## src/rtl/uart_pkg.sv

```systemverilog
// Shared UART constants and types.
// Holds the byte width, the FIFO pointer width, the almost-full threshold and
// the FIFO pointer type. The receiver, the RX FIFO and the TX FIFO all import
// this package so that they use the same widths.
package uart_pkg;

    localparam int UART_DATA_W        = 8;
    localparam int UART_FIFO_ADDR_W   = 4;
    localparam int UART_FIFO_AF_LEVEL = 12;

    // One extra wrap bit above the address bits lets the FIFO tell full apart from empty.
    typedef logic [UART_FIFO_ADDR_W:0] uart_fifo_ptr_t;

endpackage

```

## src/rtl/uart_fifo_mem.sv

```systemverilog
// Register file with 2**ADDR_W words of DATA_W bits, used as FIFO storage.
// It has one synchronous write port and one asynchronous read port. The same
// module serves as storage for the RX FIFO and the TX FIFO.
// Ports:
//   clk     - write clock
//   we      - write enable; w_data is written to w_addr on the rising edge
//   w_addr  - write address
//   w_data  - write data
//   r_addr  - read address
//   r_data  - combinational read of mem[r_addr]
module uart_fifo_mem #(
    parameter int DATA_W = 8,
    parameter int ADDR_W = 4
) (
    input  logic              clk,
    input  logic              we,
    input  logic [ADDR_W-1:0] w_addr,
    input  logic [DATA_W-1:0] w_data,
    input  logic [ADDR_W-1:0] r_addr,
    output logic [DATA_W-1:0] r_data
);

    localparam int DEPTH = 2 ** ADDR_W;

    logic [DATA_W-1:0] mem [DEPTH];

    // NOTE: storage has no reset. The FIFO pointers decide which words are
    // valid, so clearing the array would add logic and buy nothing.
    always_ff @(posedge clk) begin
        if (we) begin
            mem[w_addr] <= w_data;
        end
    end

    assign r_data = mem[r_addr];

endmodule

```

## src/rtl/uart_rx_fifo.sv

```systemverilog
// Receive-side byte FIFO placed after the UART receiver.
// Every cycle with wr high pushes one byte, and every cycle with rd high pops
// one byte. The FIFO reports empty, full, almost_full, an occupancy level and
// a sticky overflow flag for writes that were dropped.
// Build option:
//   UART_RX_FIFO_FWFT_EN - if defined, r_data shows the head entry directly
//                          (first-word-fall-through). If undefined, r_data is
//                          registered and appears one cycle after rd.
// Ports:
//   clk, reset   - clock and synchronous active-high reset
//   wr, w_data   - push strobe and byte
//   rd, r_data   - pop strobe and read data
//   empty, full, almost_full, level - registered occupancy status
//   overflow     - sticky dropped-write flag, cleared by an ovf_clr pulse
module uart_rx_fifo
    import uart_pkg::*;
#(
    parameter int DATA_W   = UART_DATA_W,
    parameter int ADDR_W   = UART_FIFO_ADDR_W,
    parameter int AF_LEVEL = UART_FIFO_AF_LEVEL
) (
    input  logic              clk,
    input  logic              reset,
    input  logic              wr,
    input  logic [DATA_W-1:0] w_data,
    input  logic              rd,
    output logic [DATA_W-1:0] r_data,
    output logic              empty,
    output logic              full,
    output logic              almost_full,
    output logic [ADDR_W:0]   level,
    output logic              overflow,
    input  logic              ovf_clr
);

    // Local pointer type. It follows ADDR_W, so it stays correct when ADDR_W
    // is overridden; uart_fifo_ptr_t only matches the default width.
    typedef logic [ADDR_W:0] ptr_t;

    ptr_t              wptr, rptr;
    ptr_t              wptr_n, rptr_n, level_n;
    logic              wr_ok, rd_ok, drop;
    logic              empty_n, full_n, af_n;
    logic [DATA_W-1:0] mem_rdata;

    // If the FIFO is full it cannot also be empty, so an rd in that cycle is
    // a valid read. That read frees the slot the simultaneous write needs.
    assign wr_ok = wr & (~full | rd);
    assign rd_ok = rd & ~empty;
    assign drop  = wr & full & ~rd;

    // NOTE: every output of this block gets a value on every path, so the
    // tools build plain logic here and no latches.
    always_comb begin
        wptr_n  = wptr + ptr_t'(wr_ok);
        rptr_n  = rptr + ptr_t'(rd_ok);
        level_n = wptr_n - rptr_n;
        empty_n = (wptr_n == rptr_n);
        full_n  = (wptr_n[ADDR_W] != rptr_n[ADDR_W]) &&
                  (wptr_n[ADDR_W-1:0] == rptr_n[ADDR_W-1:0]);
        af_n    = (level_n >= ptr_t'(AF_LEVEL));
    end

    // NOTE: registers use non-blocking assignments. Every flop then samples
    // the values from before the edge, whatever order the statements are in.
    always_ff @(posedge clk) begin
        if (reset) begin
            wptr        <= '0;
            rptr        <= '0;
            level       <= '0;
            empty       <= 1'b1;
            full        <= 1'b0;
            almost_full <= 1'b0;
            overflow    <= 1'b0;
        end else begin
            wptr        <= wptr_n;
            rptr        <= rptr_n;
            level       <= level_n;
            empty       <= empty_n;
            full        <= full_n;
            almost_full <= af_n;
            // If a write is dropped in the same cycle as ovf_clr, the set wins.
            overflow    <= drop | (overflow & ~ovf_clr);
        end
    end

    uart_fifo_mem #(
        .DATA_W (DATA_W),
        .ADDR_W (ADDR_W)
    ) u_mem (
        .clk    (clk),
        .we     (wr_ok),
        .w_addr (wptr[ADDR_W-1:0]),
        .w_data (w_data),
        .r_addr (rptr[ADDR_W-1:0]),
        .r_data (mem_rdata)
    );

`ifdef UART_RX_FIFO_FWFT_EN
    // The head entry is shown directly. Its value is meaningless while empty.
    assign r_data = mem_rdata;
`else
    always_ff @(posedge clk) begin
        if (reset) begin
            r_data <= '0;
        end else if (rd_ok) begin
            r_data <= mem_rdata;
        end
    end
`endif

endmodule

```

## config.mk

```make
export PLATFORM = sky130hd
export DESIGN_NAME = uart_rx_fifo
export DESIGN_NICKNAME = d
export VERILOG_FILES = /design/src/rtl/uart_pkg.sv /design/src/rtl/uart_fifo_mem.sv /design/src/rtl/uart_rx_fifo.sv
export SDC_FILE = /design/constraint.sdc
export NUM_CORES = 1
export LEC_CHECK = 0
export BUFFER_PORTS_ARGS = -buffer_cell sky130_fd_sc_hd__buf_2
export CAP_MARGIN = 20
export CELL_PAD_IN_SITES_DETAIL_PLACEMENT = 1
export CELL_PAD_IN_SITES_GLOBAL_PLACEMENT = 1
export CORE_MARGIN = 3
export CORE_UTILIZATION = 47
export CTS_CLUSTER_SIZE = 12
export DETAILED_ROUTE_END_ITERATION = 8
export GPL_TIMING_DRIVEN = 0
export PLACE_DENSITY = 0.81
export REMOVE_ABC_BUFFERS = 1
export SYNTH_ARGS = -nofsm -noshare
export SYNTH_HDL_FRONTEND = slang
export SYNTH_SLANG_ARGS = --single-unit
```

## constraint.sdc

```tcl
create_clock -name clk -period 2.5 [get_ports clk]
set_clock_uncertainty 0.2 [all_clocks]
set_input_delay 0.125 -clock clk [delete_from_list [all_inputs] [get_ports clk]]
set_output_delay 0.125 -clock clk [all_outputs]
set_load 0.05 [all_outputs]
```

---- Word level (Yosys, flattened, before mapping) ----
Memory sizes are Yosys's and may differ from the RTL's. A register that Yosys moved wholly into a read port is not among the register bits.
Cells that the tools add are included.
operators by class
  add/sub/neg operators ................... 3
  $mul .................................... 0
  divide/modulo/power cells ............... 0
  magnitude comparators ................... 1
  equality and inequality tests ........... 3
  shift-type cells ........................ 0
  mux-type cells .......................... 2
  bitwise operators ....................... 11
  reduce and logical (&&, ||, !) cells .... 1
operator list
  kind                                                                number
  adder 5 x 1 -> 5 bit                                                2
  AND 1 bit                                                           5
  equality test 5 bit                                                 1
  greater-or-equal comparator 5 x 4 -> 1 bit (second input constant)  1
  subtractor 5 bit                                                    1
  equality test 4 bit                                                 1
  NOT 1 bit                                                           4
  2-to-1 mux 1 bit                                                    2
  bitwise OR 1 bit                                                    2
  logical AND 1 bit                                                   1
  != test 1 bit                                                       1
word-level totals
  register bits ........................... 19
  latch bits .............................. 0
  memory bits (writable) .................. 128
  ROM bits ................................ 0
  input port bits ......................... 13
  output and inout port bits .............. 17
  memories ................................ 1
memories
  memory     words  bits a word  read ports  clocked after memory_dff  write ports  line                 RTL
  u_mem.mem  16     8            1           1                         1            uart_fifo_mem.sv:25  logic [DATA_W-1:0] mem [DEPTH];

---- Depth between registers and ports, before layout ----
Gate-level depths: netlist of run 1.
  word-level depth ........................ 6
  depth in mapped cells ................... 12
  mapped depth without buffers ............ 11

---- Hierarchy ----
A second synthesis of run 1 with hierarchy kept.
second synthesis, totals
  cell total of the unflattened synthesis .. 337
  area, all modules ....................... 6075.8 sq um
modules (own cells, without submodules)
  module         instances  cells each  area an instance (sq um)  seq. area each (sq um)
  uart_fifo_mem  1          221         4987.3                    3843.7
  uart_rx_fifo   1          116         1088.5                    540.5

---- Worst setup path before layout of run 1 ----
No wires, ideal clock.
  path kind ............................... register -> register
  start point ............................. register empty
  end point ............................... register almost_full
  setup time .............................. 0.120 ns
  arrival time ............................ 2.687 ns
  required time ........................... 2.180 ns
  path slack .............................. -0.507 ns
  stages on the path, launching flop included .. 13
  period minus slack after synthesis ...... 3.007 ns
  cell sequence ........................... dfxtp_1 > nand2b_1 > buf_6 > buf_6 > inv_1 > ha_1 > ha_1 > inv_1 > ha_1 > a21o_1 > maj3_1 > xor2_1 > o2bb2ai_1
on the way
  cells in the longest elaborated chain, start to end .. 5
ends and longest elaborated chain
  element                                     line                RTL
  start: declaration                          uart_rx_fifo.sv:28  output logic empty,
  start signal: assignment                    uart_rx_fifo.sv:79  empty <= empty_n;
  NOT 1 bit                                   uart_rx_fifo.sv:49  assign rd_ok = rd & ~empty;
  AND 1 bit                                   uart_rx_fifo.sv:49
  adder 5 x 1 -> 5 bit                        uart_rx_fifo.sv:56  rptr_n = rptr + ptr_t'(rd_ok);
  net rptr_n[1]                               uart_rx_fifo.sv:41  ptr_t wptr_n, rptr_n, level_n;
  subtractor 5 bit                            uart_rx_fifo.sv:57  level_n = wptr_n - rptr_n;
  greater-or-equal comparator 5 x 4 -> 1 bit  uart_rx_fifo.sv:61  af_n = (level_n >= ptr_t'(AF_LEVEL));
  end signal: assignment                      uart_rx_fifo.sv:81  almost_full <= af_n;
  end: declaration                            uart_rx_fifo.sv:30  output logic almost_full,
The timed path passes the listed nets, and every way through them passes these cells.
A chain may end at the register's enable or synchronous reset.

---- Worst setup path after layout of run 1 ----
  start point ............................. register empty
  end point ............................... register level[3]
on the way
  cells in the longest elaborated chain, start to end .. 4
ends and longest elaborated chain
  element                 line                RTL
  NOT 1 bit               uart_rx_fifo.sv:49
  AND 1 bit               uart_rx_fifo.sv:49
  adder 5 x 1 -> 5 bit    uart_rx_fifo.sv:56
  net rptr_n[1]           uart_rx_fifo.sv:41
  subtractor 5 bit        uart_rx_fifo.sv:57
  end signal: assignment  uart_rx_fifo.sv:78  level <= level_n;
  end: declaration        uart_rx_fifo.sv:31  output logic [ADDR_W:0] level,
The timed path passes the listed nets, and every way through them passes these cells.

==> results.json, run 1 <==
{
  "status": "finished with violations",
  "violations": "negative setup slack",
  "grt_usage_pct": 20.4,
  "fin_crit_ns": 2.52,
  "p_switching_uw": 1460,
  "mostFrequentLayoutCells": "128 x edfxtp_1, 34 x nor2_1, 29 x buf_2",
  "crit_type": "flop to flop",
  "clockRootBuffer": "clkbuf_16",
  "grt_util_met3_pct": 5.47,
  "wl_per_cell_um": 26.0,
  "gr-total-overflow": 0,
  "p_seq_share_pct": 45.2,
  "synth_edf_count": 128,
  "synth_area_leaders": "edfxtp_1 63%, dfxtp_1 8.9%, mux4_2 6.7%",
  "grt_use_met1_pct": 25.4,
  "detail_route.first_pass.iterations": 4,
  "wl_mm": 14.7,
  "syn-mean-instance-area_um2": 18.4,
  "rsz0062_at_grt": "yes",
  "pwr-share-clk_pct": 42.8,
  "end_kind": "flop",
  "synthFlopType": "edfxtp_1",
  "io_buffer_count": 29,
  "ir_drop_v": 0.000420,
  "worst_pin_slew_ns": 1.00,
  "slew-limit-headroom_pct": 32.8,
  "clk_path_buf_depth": 2,
  "ys_seq_area_share_pct": 72.1,
  "setup_tns_ns": -0.0179,
  "ys_types": 34,
  "internal-power_uw": 4980,
  "hold_violations": 0,
  "switching_share_pct": 22.6,
  "synth-seq-cells": 155,
  "die_width_um": 120,
  "gp_congestion": 0.758,
  "start_util_pct": 49.4,
  "p_leak_uw": 0.00248,
  "vias": 3280,
  "dieArea_mm2": 0.0143,
  "drv_cap": 0,
  "cts-buffers-inserted": 17,
  "clk_latency_ns": 0.43,
  "r2r_slack_ns": -0.02,
  "path_max_fanout": 2,
  "power_density_mw_per_mm2": 881,
  "insertedDiodeCount": 0,
  "grt_pass1_vias": 3512,
  "first_iter_violations": 237,
  "ant_nets": 0,
  "timing.final.ws_setup_ns": -0.0164,
  "fp-row-count": 40,
  "synth_cells": 331,
  "synth_warnings": 0,
  "met2_usage_pct": 34.3,
  "core-area_mm2": 0.0123,
  "drive_gt1_share_pct": 26.6,
  "clock-sinks": 155,
  "clk_pin_slew_ns": 0.06,
  "fmax_mhz": 397,
  "hp-class": "input port to flop",
  "synthArstFlopShare_pct": 0,
  "nets": 407,
  "grt_first_pass_wirelength_mm": 20.9,
  "finalSetupViolCount": 2,
  "fp.dieH_um": 120,
  "busiest_layer": "met2",
  "h-tree-depth": 4,
  "syn2layout_area_growth_pct": 20.0,
  "report.final.slew_viol_count": 0,
  "grt_max_degree": 35,
  "worstPathRequired_ns": 2.60,
  "yosys.area.top_type": "edfxtp_1",
  "p_comb_share_pct": 11.9,
  "cts_tree": "built",
  "period_share_pct": 101,
  "final_common_cell": "edfxtp_1",
  "io_pins": 30,
  "drc_errors": 0,
  "place_ws_ns": -0.709,
  "critPathLaunchType": "flop",
  "worstPathArrival_ns": 2.61,
  "viasPerCell": 5.78,
  "netlist_area_mm2": 0.00608,
  "dpl.hpwl_mm": 8.54,
  "synth.top_cell.area_share_pct": 63.2,
  "antenna_found_initial": 0,
  "holdWs_ns": 0.140
}
==> state kept, by name, summed over array words and instances (netlist names) <==
signal       flops
full             1
wptr             5
empty            1
level            5
almost_full      1
overflow         1
r_data           8
rptr             5
u_mem.mem      128
==> timing repair <==
item | in CTS | in global routing
gates resized for setup | 17 | 7
endpoints found under the hold margin | 151 | 0
endpoints found under the setup margin | 93 | 8
buffers inserted | 5 | 2
pin swaps | 2 | 2
hold buffers | 12 | 0
==> power groups by stage <==
| stage | Combinational (uW) | Clock, uW | Sequential (uW) |
|---|---|---|---|
| final | 767 | 2750 | 2910 |
| after global routing | 817 | 2920 | 2910 |
| after CTS | 699 | 2790 | 2910 |
| after detailed placement | 620 | 0 | 2980 |
| after global placement | 557 | 0 | 3000 |
| after floorplan | 283 | 0 | 3110 |
==> metrics by stage <==
stage | cells | cell area (um^2) | total power [uW] | util, %
floorplan | 314 | 5940 | 3400 | -
finish | 567 | 7300 | 6430 | 59.3
global placement | 511 | 6290 | 3560 | 51.1
global route | 567 | 7300 | 6650 | 59.3
CTS | 565 | 7220 | 6400 | 58.6
detailed placement | 516 | 6350 | 3600 | 51.5
==> worst max-delay path: stages (launching register included) <==
cell and delay, ns:
dfxtp_2 0.33, nand2b_4 0.13, inv_1 0.06, ha_4 0.17, ha_4 0.26, inv_1 0.13
ha_4 0.22, a21o_1 0.19, maj3_1 0.38, xor2_1 0.17, nor2b_1 0.14
==> logic make-up after synthesis <==
group / count (synthesis) / synth area share [%]
mux: 32 / 12.7
simple gates: 59 / 4.46
fa+ha+maj: 10 / 2.10
xor+xnor: 12 / 1.73
compound gates: 38 / 4.05
buf+inv: 25 / 2.90
flops: 155 / 72.1
==> worst paths after layout <==
| check | start | to | cells after the start |
|---|---|---|---|
| worst min-delay path | rd | r_data[2] | 5 |
| worst min register to register | r_data[7] | r_data[7] | 2 |
| worst max-delay path | empty | level[3] | 10 |
| worst max register to register | empty | level[3] | 10 |
==> cell type report <==
type | instances | area, um^2
clock buffer | 29 | 586
timing repair buffer | 53 | 388
inverter | 8 | 30.0
sequential | 155 | 4390
tap | 168 | 210
multi-input combinational | 151 | 1630
clock inverter | 3 | 65.1
fill | 1089 | 5010
==> Yosys cell counts, drive strengths merged, types with 3 or more instances <==
cell type	instances
a21oi	17
a22oi	16
buf	13
dfxtp	27
edfxtp	128
ha	7
inv	8
mux4	32
nand2b	3
nand3	5
nor2	34
nor2b	5
nor3	5
xnor2	6
xor2	6
==> layer usage <==
metal  share of wire [%]  vias to the layer above  wire length (um)
li1                    -                     1417                 -
met1                  39                     1724              5800
met3                 5.0                       34               736
met4                 2.9                        0               424
met2                  53                      105              7760
met5                   0                        -                 0
(Power assumes the default switching activity.)
==> run 2: changes to the inputs <==
- SYNTH_HIERARCHICAL: default -> 1
==> results.json, run 2 <==
{
  "cts-buffers-inserted": 17,
  "clockRootBuffer": "clkbuf_16",
  "worst_pin_slew_ns": 0.889,
  "totalPowerFinal_uw": 6280,
  "clk_latency_ns": 0.42,
  "synth_area_leaders": "edfxtp_1 63%, dfxtp_1 8.9%, mux4_2 6.7%",
  "synth_edf_count": 128,
  "ys_seq_area_share_pct": 72.2,
  "place_ws_ns": -0.485,
  "synth_top_family_by_area": "multiplexers",
  "fmax_mhz": 410,
  "wl_per_cell_um": 24.8,
  "path_max_fanout": 8,
  "worstPathRequired_ns": 2.35,
  "dpl.hpwl_mm": 8.47,
  "met2_usage_pct": 35.9,
  "post_synth_and_or_nand_nor_area_fraction_pct": 5.68,
  "viasPerCell": 5.70,
  "clk_pin_slew_ns": 0.06,
  "status": "finished, final reports clean",
  "vias": 3338,
  "fillers": 1117,
  "reg2reg_depth": 4,
  "period_share_pct": 97.7,
  "grt_util_met3_pct": 4.57,
  "p_comb_share_pct": 12.0,
  "top_register": "u_mem/mem",
  "slew-limit-headroom_pct": 40.5,
  "first_iter_violations": 355,
  "syn2layout_area_growth_pct": 21.6,
  "top_regs": "u_mem/mem x128, r_data x8",
  "hp-class": "input port to flop",
  "grt_use_met1_pct": 26.8,
  "synth_warnings": 6,
  "nets": 427,
  "clk_path_buf_depth": 2,
  "drv_cap": 0,
  "syn-mean-instance-area_um2": 18.0,
  "critPathLaunchType": "input port",
  "regArea_mm2": 0.00439,
  "place_area_mm2": 0.00638,
  "yosys.area.top_type": "edfxtp_1",
  "dieArea_mm2": 0.0143,
  "timing.final.ws_setup_ns": 0.0587,
  "busiest_layer": "met2",
  "grt_pass1_vias": 3512,
  "core-area_mm2": 0.0123,
  "synthMuxAreaShare_pct": 12.7,
  "yosysMostFrequentCell": "edfxtp_1",
  "grt_usage_pct": 21.1,
  "report.final.slew_viol_count": 0,
  "end_kind": "flop",
  "die_width_um": 120,
  "r2r_slack_ns": 0.08,
  "stdcell_area_mm2": 0.00739,
  "wl_mm": 14.5,
  "power_density_mw_per_mm2": 850,
  "multiInputGateArea_mm2": 0.00166,
  "ant_nets": 0,
  "synth.top_cell.area_share_pct": 63.3,
  "p_leak_uw": 0.00249,
  "internal-power_uw": 4750,
  "p_seq_share_pct": 46.5,
  "holdWs_ns": 0.216,
  "synth_common_cells": "128 x edfxtp_1, 27 x dfxtp_1, 27 x nand2_1",
  "io_buffer_count": 29,
  "insertedDiodeCount": 0,
  "gr-total-overflow": 0,
  "fp-row-count": 40,
  "switching_share_pct": 24.3,
  "holdPathStages": 6,
  "synth-seq-cells": 155,
  "synth_cells": 337,
  "p_switching_uw": 1530,
  "netlist_area_mm2": 0.00608,
  "gp_congestion": 0.713,
  "synthFlopType": "edfxtp_1",
  "drive_gt1_share_pct": 26.1,
  "pwr-share-clk_pct": 41.5,
  "synthArstFlopShare_pct": 0,
  "h-tree-depth": 4,
  "fp.dieH_um": 120,
  "detail_route.first_pass.iterations": 5,
  "mostFrequentLayoutCells": "128 x edfxtp_1, 29 x buf_2, 27 x nand2_1",
  "cts_tree": "built",
  "finalSetupViolCount": 0,
  "start_util_pct": 49.3,
  "synth-compound-area-share_pct": 3.73,
  "crit_type": "input port to flop",
  "largest_reg_flops": 128,
  "grt_first_pass_wirelength_mm": 21.5,
  "hold_violations": 0,
  "synthXorXnorAreaFrac_pct": 1.57,
  "ys_types": 36,
  "drc_errors": 0,
  "fin_crit_ns": 2.44,
  "io_pins": 30,
  "grt_max_degree": 28,
  "clock-sinks": 155,
  "antenna_found_initial": 0,
  "final_common_cell": "edfxtp_1",
  "worstPathArrival_ns": 2.29,
  "synth_fa_ha_area_share_pct": 1.98,
  "ir_drop_v": 0.000751
}
## run 2: repair_timing
item / in CTS / in global routing
hold endpoints to repair: 152 / 0
pin swaps: 2 / 2
buffers inserted: 2 / 4
hold buffers: 23 / 0
resized for setup: 13 / 9
setup endpoints to repair: 110 / 11
## run 2: final cells by class
class                   count  area share (%)
flip-flops and latches    155            59.5
multi-input cells         160            22.4
repair buffers             63            6.64
clock buffers              19            5.86
well taps                 168            2.85
clock inverters            13            2.29
inverters                   8           0.474
## run 2: kinds of logic (layout without fill, tap and decap cells)
group                      count (synthesis)  after routing
xor gates and xnor gates                  10             10
DFF                                      155            155
adders and majority gates                  9              9
muxes                                     32             32
AOI/OAI and AO/OA                         32             32
buffers and inverters                     22            103
and+or+nand+nor                           77             77
## run 2: power by group through the flow
stage	Sequential, uW	Clock (uW)	Combinational, uW
after floorplan	3120	0	293
after global placement	3010	0	588
after detailed placement	2970	0	655
after CTS	2920	2650	725
after global routing	2930	2780	796
final	2920	2610	752
## run 2: critical path, stage by stage
cell and delay, ns:
dlygate4sd3_1 0.53, buf_2 0.12, a21boi_4 0.19, buf_4 0.16, or3b_2 0.50, nor2_1 0.65
## run 2: worst paths after layout
| kind | start | endpoint |
|---|---|---|
| max reg2reg | full | u_mem/mem[1][1] |
| max | wr | u_mem/mem[1][1] |
| min | rd | wptr[0] |
| min reg2reg | wptr[4] | wptr[4] |
## run 2: layer usage
metal	routed length, um	share of wire [%]
met5	0	0
met2	7640	53
met1	5890	41
met4	258	1.8
met3	748	5.1
## run 2: through the flow
step	util (%)	setup TNS, ns	std cells
final	60.0	0	586
after global routing	60.0	-0.00577	586
after CTS	59.3	0	582
after detailed placement	51.8	-9.43	525
after global placement	51.4	-33.56	520
after floorplan	-	-5.87	323
==> run 3: changes to the inputs <==
- ABC_AREA: default -> 1
- CORE_UTILIZATION: 47 -> 43
- PLACE_DENSITY: 0.81 -> 0.82
==> results.json, run 3 <==
{
  "synth_edf_count": 128,
  "worstPathRequired_ns": 2.61,
  "start_util_pct": 44.5,
  "ys_seq_area_share_pct": 63.9,
  "clock-sinks": 155,
  "synthArstFlopShare_pct": 0,
  "synthFlopType": "edfxtp_1",
  "nets": 773,
  "largest_reg_flops": 128,
  "fin_crit_ns": 2.47,
  "period_share_pct": 98.9,
  "synth-seq-cells": 155,
  "syn2layout_area_growth_pct": 14.4,
  "ant_nets": 0,
  "synth_area_leaders": "edfxtp_1 56%, nand2_1 11%, dfxtp_1 7.9%",
  "dp_cells": 926,
  "mostFrequentLayoutCells": "209 x nand2_1, 128 x edfxtp_1, 119 x inv_1",
  "grt_usage_pct": 22.9,
  "end_kind": "flop",
  "synth_cells": 711,
  "top_regs": "u_mem/mem x128, r_data x8",
  "gp_congestion": 0.787,
  "timing.rr.start": "full",
  "worstPathArrival_ns": 2.58,
  "io_buffer_count": 29,
  "rsz0062_at_grt": "yes",
  "grt_max_degree": 65,
  "finalSetupViolCount": 0,
  "final_common_cell": "nand2_1",
  "grt_pass1_vias": 5622,
  "wl_per_cell_um": 19.9,
  "synth_fa_ha_area_share_pct": 1.75,
  "holdWs_ns": 0.129,
  "antenna_found_initial": 0,
  "report.final.slew_viol_count": 0,
  "first_iter_violations": 348,
  "slew-limit-headroom_pct": 31.5,
  "dpl.hpwl_mm": 11.3,
  "post_synth_and_or_nand_nor_area_fraction_pct": 23.7,
  "syn-mean-instance-area_um2": 9.65,
  "gr-total-overflow": 0,
  "critPathLaunch": "full",
  "synth_warnings": 6,
  "clk_path_buf_depth": 2,
  "synth-compound-area-share_pct": 1.11,
  "yosysMostFrequentCell": "nand2_1",
  "drc_errors": 0,
  "fp.dieH_um": 132,
  "crit_type": "flop to flop",
  "ys_types": 29,
  "die_width_um": 132,
  "critPathBufInv": 1,
  "clockRootBuffer": "clkbuf_16",
  "drv_cap": 0,
  "h-tree-depth": 4,
  "worstHoldStart": "wr",
  "detail_route.first_pass.iterations": 4,
  "vias": 5085,
  "cts-buffers-inserted": 17,
  "worst_pin_slew_ns": 1.02,
  "synth_common_cells": "209 x nand2_1, 128 x edfxtp_1, 119 x inv_1",
  "wl_mm": 19.3,
  "power_density_mw_per_mm2": 788,
  "netlist_area_mm2": 0.00686,
  "io_pins": 30,
  "grt_first_pass_wirelength_mm": 30.2,
  "cpPeakStageDelay_ns": 0.35,
  "synthMuxAreaShare_pct": 0,
  "status": "finished, final reports clean",
  "synth.top_cell.area_share_pct": 56.0,
  "hp-class": "input port to flop",
  "core-area_mm2": 0.0154,
  "worstPathCellList": "a21boi_4 -> ha_4 -> ha_4 -> nand2_1 -> inv_1 -> nor2_4 -> ha_1 -> nand2_1 -> nor2_2 -> nor2_1 -> o21ai_1 -> nor2_1 -> nand2_1 -> nand3_2",
  "viasPerCell": 5.23,
  "yosys.area.top_type": "edfxtp_1",
  "crit_family": "adder cells",
  "clk_pin_slew_ns": 0.06,
  "fp-row-count": 45,
  "top_register": "u_mem/mem",
  "drive_gt1_share_pct": 9.99,
  "cpMostUsedCell": "nand2_1",
  "synth_top_family_by_area": "simple AND/OR/NAND/NOR gates",
  "insertedDiodeCount": 0,
  "critPathLaunchType": "flop",
  "p_leak_uw": 0.00339,
  "clk_latency_ns": 0.44,
  "fin_cells": 972,
  "hold_violations": 0,
  "dieArea_mm2": 0.0175,
  "path_max_fanout": 6,
  "fmax_mhz": 405,
  "cts_tree": "built",
  "ir_drop_v": 0.000471,
  "cp_slowest_cell": "dfxtp_1",
  "synthXorXnorAreaFrac_pct": 0.255
}
[run 3: changes by cell type after synthesis, sizes merged, moves of 7 or more]
| cell | delta |
|---|---|
| a21oi | -7 |
| a22oi | -16 |
| nor2 | +30 |
| mux4 | -32 |
| o21ai | +10 |
| inv | +115 |
| nand3 | +101 |
| nand2 | +185 |
| buf | +18 |
[run 3: what timing repair did]
action | CTS | global route
endpoints found under the hold margin | 143 | 0
hold buffers | 11 | 0
endpoints found under the setup margin | 143 | 4
pin swaps | 2 | 0
buffers inserted | 6 | 0
gates resized for setup | 14 | 3
[run 3: per-stage QoR]
stage	setup slack, ns	power, uW	util [%]	TNS [ns]	area (um^2)
3_3_place_gp	-2.08	3830	46.0	-32.33	7090
6_report	0.0287	6180	50.9	0	7850
4_1_cts	0.0391	6180	50.8	0	7830
5_1_grt	-0.0243	6410	50.9	-0.0243	7850
2_1_floorplan	-0.688	3560	-	-6.75	6680
3_5_place_dp	-0.574	3880	46.1	-7.39	7110
[run 3: path summary, 6_finish.rpt]
kind                      end  slack (ns)  cells after the start
setup reg to reg  almost_full        0.03                     14
hold / removal        wptr[0]        0.13                      5
setup / recovery  almost_full        0.03                     14
hold reg to reg     r_data[0]        0.32                      2
[run 3: final cells by class]
cell class              count  area (um^2)
fillers                  1733         7580
repair buffers             47          332
well taps                 211          264
clock buffers              23          448
clock inverters             6         50.0
multi-input cells         408         1900
flip-flops and latches    155         4390
inverters                 122          463
[run 3: report_power, final]
part,leakage (uW),internal (uW),switching (uW)
Clock,0.000241,1330,930
Sequential,0.00138,2880,49.1
Combinational,0.00177,268,724
[run 3: cell families after synthesis]
family / count (synthesis)
buf+inv: 148
xor+xnor: 2
fa+ha+maj: 9
simple gates: 383
compound gates: 14
flops: 155
[run 3: worst register-to-register path: cells and delay by family (launching register included)]
kind,cells,cell delay (ns)
adder cells (fa/ha/maj),3,0.66
AO/OA/AOI/OAI,2,0.37
flip-flops,1,0.35
buffers and inverters,1,0.13
AND/OR/NAND/NOR,8,0.64
[run 3: metal layers]
layer | wire length (um) | part of all wire [%] | global-route usage [%] | up-vias
met5 | 0 | 0 | 0 | -
met4 | 706 | 3.7 | 12.1 | 0
met3 | 932 | 4.8 | 4.47 | 44
met2 | 10300 | 53 | 40.8 | 135
met1 | 7360 | 38 | 25.9 | 2551
li1 | - | - | - | 2355
